[config.mk]
export PLATFORM = sky130hd
export DESIGN_NAME = hermes_sequencer
export DESIGN_NICKNAME = d
export VERILOG_FILES = /design/src/rtl/hermes_sequencer.sv
export SDC_FILE = /design/constraint.sdc
export NUM_CORES = 1
export LEC_CHECK = 0
export BUFFER_PORTS_ARGS = -buffer_cell sky130_fd_sc_hd__buf_2
export CORE_ASPECT_RATIO = 1.1
export CORE_MARGIN = 4
export CORE_UTILIZATION = 53
export CTS_BUF_LIST = sky130_fd_sc_hd__clkbuf_8
export DETAILED_ROUTE_END_ITERATION = 7
export GPL_TIMING_DRIVEN = 0
export PLACE_DENSITY = 0.81
export SLEW_MARGIN = 20
export SYNTH_ARGS = -nofsm -noshare
export SYNTH_HDL_FRONTEND = slang
export SYNTH_SLANG_ARGS = --single-unit
[constraint.sdc]
create_clock -name clk -period 2.1 [get_ports clk]
set_clock_uncertainty 0.05 [all_clocks]
set_input_delay 0.42 -clock clk [delete_from_list [all_inputs] [get_ports clk]]
set_output_delay 0.42 -clock clk [all_outputs]
set_load 0.05 [all_outputs]
[src/rtl/hermes_sequencer.sv]
`default_nettype none
// ============================================================================
// Module   : hermes_sequencer
// Brief    : Fetch/issue controller for the Hermes CPU: PC, instruction
//            register, run/step/done control, skip squash, issue counter.
// Revision : 1.0 - initial release
// ============================================================================
module hermes_sequencer #(
  parameter int                    ADDR_WIDTH  = 8,
  parameter int                    OP_WIDTH    = 4,
  parameter logic [ADDR_WIDTH-1:0] END_ADDR    = {ADDR_WIDTH{1'b1}},
  parameter bit                    WRAP        = 1'b1,
  parameter int                    COUNT_WIDTH = 16
) (
  input  logic                   clk,
  input  logic                   reset,
  input  logic                   run,
  input  logic                   step,
  input  logic                   clr_done,
  input  logic                   pc_load,
  input  logic [ADDR_WIDTH-1:0]  pc_load_val,
  input  logic                   skip_req,
  input  logic [OP_WIDTH-1:0]    rom_data,
  output logic [ADDR_WIDTH-1:0]  rom_addr,
  output logic [OP_WIDTH-1:0]    instr_out,
  output logic                   instr_valid,
  output logic                   busy,
  output logic                   done,
  output logic [COUNT_WIDTH-1:0] issued_count
);

  typedef enum logic [1:0] {
    S_IDLE = 2'd0,
    S_RUN  = 2'd1,
    S_STEP = 2'd2,
    S_DONE = 2'd3
  } state_t;

  state_t                 r_state;
  logic [ADDR_WIDTH-1:0]  r_pc;
  logic [OP_WIDTH-1:0]    r_instr;
  logic                   r_valid;
  logic                   r_skip_pend;
  logic [COUNT_WIDTH-1:0] r_count;

  logic w_fetch;
  logic w_squash;
  logic w_at_end;
  logic w_load;
  logic w_end_stop;

  assign w_fetch    = (r_state == S_RUN) || (r_state == S_STEP);
  assign w_squash   = (skip_req && r_valid) || r_skip_pend;
  assign w_at_end   = (r_pc == END_ADDR);
  assign w_load     = pc_load && (r_state != S_DONE);
  // An explicit PC load outranks the end-of-program check, so it also cancels the stop.
  assign w_end_stop = w_fetch && w_at_end && !WRAP && !w_load;

  always_ff @(posedge clk) begin
    if (!reset) begin
      r_state     <= S_IDLE;
      r_pc        <= '0;
      r_instr     <= '0;
      r_valid     <= 1'b0;
      r_skip_pend <= 1'b0;
      r_count     <= '0;
    end else begin
      r_valid <= w_fetch && !w_squash;

      if (w_fetch) begin
        r_instr     <= rom_data;
        r_skip_pend <= 1'b0;
        if (!w_squash && (r_count != {COUNT_WIDTH{1'b1}}))
          r_count <= r_count + 1'b1;
      end else if (skip_req && r_valid) begin
        r_skip_pend <= 1'b1;
      end

      if (w_load)
        r_pc <= pc_load_val;
      else if ((r_state == S_DONE) && clr_done)
        r_pc <= '0;
      else if (w_fetch) begin
        if (w_at_end) begin
          if (WRAP)
            r_pc <= '0;
        end else begin
          r_pc <= r_pc + 1'b1;
        end
      end

      case (r_state)
        S_IDLE: begin
          if (run)
            r_state <= S_RUN;
          else if (step)
            r_state <= S_STEP;
        end
        S_RUN:   if (!run) r_state <= S_IDLE;
        S_STEP:  r_state <= S_IDLE;
        S_DONE:  if (clr_done) r_state <= S_IDLE;
        default: r_state <= S_IDLE;
      endcase

      if (w_end_stop)
        r_state <= S_DONE;
    end
  end

  assign rom_addr     = r_pc;
  assign instr_out    = r_instr;
  assign instr_valid  = r_valid;
  assign busy         = (r_state == S_RUN) || (r_state == S_STEP);
  assign done         = (r_state == S_DONE);
  assign issued_count = r_count;

endmodule
`default_nettype wire

* Word-level counts from Yosys, hierarchy flattened *
Cells that the tools add are included.

storage, ports and cells
  register bits = 32
  bits in latches = 0
  bits in writable memories = 0
  bits in read-only memories = 0
  input bits = 19
  output and inout port bits = 31
  word-level logic and storage cells = 40
  memories kept = 0

cells by class
  add/subtract/negate cells = 2
  multiply operators = 0
  divide/modulo/power cells = 0
  magnitude comparators = 0
  equal/unequal tests = 9
  shifts and indexed selects = 0
  multiplexer cells = 9
  bitwise operators = 1
  reductions and logical operators = 13

operators with widths
  kind                                                                   count
  8-bit 2-to-1 mux                                                       4
  16-bit by 1-bit adder with 16-bit output, second input constant        1
  16-bit != test, second input constant                                  1
  8-bit by 1-bit adder with 8-bit output, second input constant          1
  8-bit equality test, second input constant                             1
  2-bit 2-to-1 mux                                                       4
  2-bit case mux with 4 select lines                                     1
  2-bit != test, second input constant                                   3
  1-bit logical AND                                                      5
  2-bit equality test, second input constant                             2
  3-bit != test, second input constant                                   1
  3-bit AND reduction                                                    1
  3-bit nonzero test                                                     1
  2-bit by 1-bit equality test with 1-bit output, second input constant  1
  2-bit logical NOT                                                      1
  1-bit logical OR                                                       2
  2-bit AND reduction                                                    1
  2-bit OR reduction                                                     1
  1-bit logical NOT                                                      1
  1-bit inverter                                                         1

* Longest topological paths before layout *
  depth in word-level cells = 5
  depth in mapped cells = 8
  gate-level depth less buffers = 6

* Least setup slack after synthesis *
OpenSTA, ideal clock, no wires.

  path kind = register -> register
  start point = register r_state[0]
  end point = register r_pc[3], in the netlist rom_addr[3]
  setup time = 117 ps
  arrival time = 1975 ps
  data required time = 1933 ps
  slack = -42 ps
  cell stages (with the launch flop) = 9
  buffers on the path = 2
  clock period less this slack = 2142 ps
  cell sequence = dfxtp_1 > inv_1 > ha_1 > buf_6 > buf_2 > nand4_1 > o311ai_0 > o21ai_0 > a32o_1

between the ends
  elaborated cells on any way between the ends = 10
  classes of those cells = 4 x eq/ne; 2 x mux; 4 x reduce/logical

RTL lines
  what                                                                                          RTL line  source
  from (decl)                                                                                   39        state_t r_state;
  from (signal assigned)                                                                        61        r_state <= S_IDLE;
  from (signal assigned)                                                                        95        r_state <= S_RUN;
  from (signal assigned)                                                                        97        r_state <= S_STEP;
  2-bit by 1-bit equality test with 1-bit output / 2-bit equality test (equally long branches)  n/a
  1-bit logical OR (*)                                                                          n/a
  named net busy                                                                                27        output logic busy,
  3-bit nonzero test (no line) (*)                                                              n/a
  to (signal assigned)                                                                          80        r_pc <= pc_load_val;
  to (signal assigned)                                                                          88        r_pc <= r_pc + 1'b1;
  to (decl)                                                                                     40        logic [ADDR_WIDTH-1:0] r_pc;

The timed path passes the listed nets; every way through them passes the cells marked *.
A chain may end at the register's enable or synchronous reset.

* Final worst setup path *
  start point = register r_state[1]
  end point = register r_pc[3], in the netlist rom_addr[3]

between the ends
  longest elaborated chain between the ends = 4
  elaborated cells on any way between the ends = 10
  classes of those cells = 4 x eq/ne; 2 x mux; 4 x reduce/logical

RTL lines
  what                 RTL line  source
  2-bit equality test  81        else if ((r_state == S_DONE) && clr_done)
  1-bit logical AND    81
  8-bit 2-to-1 mux     81
  8-bit 2-to-1 mux     79        if (w_load)

Several ways; a longest one is shown, not always the timed one.

==> results_dict.tcl <==
set metrics [dict create \
    clockBufferDepth 2 \
    whs_ns 0.327 \
    worstReg2RegEnd "rom_addr[3]" \
    irDropWorstVdd_mv 0.654 \
    area_delta_synth_final_pct 22.7 \
    wirelength_um 4140 \
    nets 279 \
    combPwrFrac_pct 20.6 \
    seq_power_share_pct 45.8 \
    drv_cap 0 \
    grt_pass1_vias 1635 \
    place.gp.congestion 0.911 \
    first_pass_iters 4 \
    crit_type "register to register" \
    finalSetupTns_ns 0 \
    netlist_area_um2 1720 \
    critical_path.max_fanout 10 \
    fp.coreArea_um2 3070 \
    synth_area_leader_cell "dfxtp_1" \
    ys.warnings.count 0 \
    ys_seq_area_share_pct 37.2 \
    hold_path.class "primary input to register" \
    period_minus_slack_ns 1.98 \
    critPathRequiredTime_ns 2.23 \
    cts_buffers 5 \
    setup_viol 0 \
    antenna_found_initial 0 \
    intPower_w 0.000993 \
    worst_setup_path_end_kind "register" \
    grt_usage_pct 21.0 \
    synth-seq-cells 32 \
    finalPower_w 0.00147 \
    met1_length_um 2010 \
    slew_violations 0 \
    fmax_mhz 504 \
    finalCritPeriodShare_pct 94.5 \
    r2r_start "r_state[1]" \
    cts.clk_slew.worst_paths_ns 0.07 \
    wire_per_inst_um 14.3 \
    synth-edff-count 0 \
    syn_inst 199 \
    die-area_um2 4220 \
    insertion_delay_ns 0.28 \
    grt_max_degree 11 \
    ant_nets 0 \
    hold_violations 0 \
    grt_first_pass_wirelength_um 7220 \
    tritoncts "done" \
    hpwl_um 3120 \
    met3_length_um 228 \
    num_rows 21 \
    leakage_nw 0.843 \
    clockRootBuffer "clkbuf_8" \
    syn-num-nets 223 \
    place.port_buffers 49 \
    worst_pin_slew_ns 0.722 \
    outcome "finished clean" \
    cts_sinks 32 \
    globalRouteOverflowTotal 0 \
    switching_power_w 0.000472 \
    hp-start "rom_data[1]" \
    dieHeight_um 67.8 \
    grt_setup_unrepaired "no" \
    topRoutingLayerUsed "met4" \
    pwr-share-clk_pct 33.6 \
    reg2regPathDepth 8 \
    start_util_pct 56.0 \
    diodes 0 \
    crit_arrival_ns 2.11 \
    ys.flop_type "dfxtp_1" \
    wl_met2_um 1840 \
    synthDistinctLibCells 48 \
    cts-htree-levels 2 \
    hold_depth 3 \
    die_w_um 62.3 \
    regToRegSetupSlack_ns 0.12 \
    synthTopCellsByCount "32 x dfxtp_1, 21 x nand2_1, 17 x a21oi_1, 12 x nor2_1, 11 x o31ai_1" \
    drtIter0Drc 64 \
    avgSynthCellArea_um2 8.65 \
    switching_share_pct 32.2 \
    via_per_inst 6.18 \
    synth_top_area_share_pct 37.2 \
    yosys-top-cells-area "dfxtp_1 37%, a21oi_1 4.9%, o31ai_1 4.8%" \
    drc 0 \
    start_kind "register" \
    slew_headroom_pct 51.4 \
    vias 1791 \
    hold_end "instr_out[1]" \
    drive_gt1_share_pct 29.7 \
    synth-async-reset-ratio_pct 0 \
    yosysMostFrequentCell "dfxtp_1" \
    powerDensity_nw_per_um2 694 \
    io_pins 50 \
    cts_setup_buffers 0 \
]
cell type report:
type | count | area [µm²]
Inverter | 7 | 26.3
Timing Repair Buffer | 49 | 245
Multi-Input combinational cell | 153 | 1010
Clock buffer | 6 | 82.6
Sequential cell | 32 | 641
Buffer | 7 | 48.8
Clock inverter | 2 | 11.3
Fill cell | 267 | 963
Tap cell | 34 | 42.5
layer usage:
metal  vias up  track usage (%)
li1        885                -
met1       845             27.6
met2        53             32.5
met3         8             5.99
met4         0             8.49
met5         -                0
power groups by stage:
stage	combinational, W	clock (W)	sequential, W
floorplan	0.000141	0	0.000762
global placement	0.000296	0	0.000682
detailed placement	0.000300	0	0.000682
CTS	0.000300	0.000501	0.000669
global route	0.000327	0.000529	0.000674
finish	0.000302	0.000493	0.000670
placed cells by master, fill, tap and decap left out, types with 5 or more instances in the layout:
master     n
buf_2     50
dfxtp_1   32
nand2_1   21
a21oi_1   17
nor2_1    12
o31ai_1   11
o21ai_0    9
nand3_1    9
or4_1      8
inv_1      7
clkbuf_8   7
nand4_1    5
worst max path at each step:
| stage | startpoint | endpoint | slack [ns] | cells after the start |
|---|---|---|---|---|
| 2_1_floorplan | r_state[1] | rom_addr[3] | 0.07 | 8 |
| 3_3_place_gp | r_state[1] | rom_addr[3] | 0.12 | 8 |
| 3_5_place_dp | r_state[1] | rom_addr[3] | 0.12 | 8 |
| 4_1_cts | r_state[1] | rom_addr[3] | 0.09 | 8 |
| 5_1_grt | issued_count[0] | issued_count[0] | 0.002 | 6 |
| 6_report | r_state[1] | rom_addr[3] | 0.12 | 8 |
sequential cells by signal, summed over array words and instances, names as in the netlist:
register / cells
instr_valid: 1
rom_addr: 8
r_state: 2
r_skip_pend: 1
instr_out: 4
issued_count: 16
critical path, stage by stage (launching register included):
cell      delay (ns)
dfxtp_1         0.39
inv_1           0.08
ha_2            0.34
buf_6           0.13
clkbuf_4        0.22
nand4_1         0.16
o311ai_0        0.14
o21ai_0         0.14
a32o_1          0.22
kinds of logic after synthesis:
| group | synth area share [%] |
|---|---|
| muxes | 2.91 |
| buffers and inverters | 4.22 |
| adders and majority gates | 3.64 |
| DFF | 37.2 |
| and+or+nand+nor | 27.3 |
| AOI/OAI and AO/OA | 24.7 |
what timing repair did:
| item | CTS | global route |
|---|---|---|
| hold buffers | 0 | 0 |
| endpoints found under the hold margin | 0 | 0 |
| resized for setup | 0 | 2 |
| setup endpoints to repair | 0 | 4 |
metrics by stage:
stage	cells	area, µm²	utilization (%)	setup slack [ns]
6_report	290	2110	68.7	0.116
5_1_grt	290	2110	68.7	0.00156
4_1_cts	290	2100	68.5	0.0948
3_5_place_dp	282	2010	65.4	0.120
3_3_place_gp	282	2010	65.4	0.116
2_1_floorplan	199	1720	-	0.0715
(Power assumes the default switching activity.)
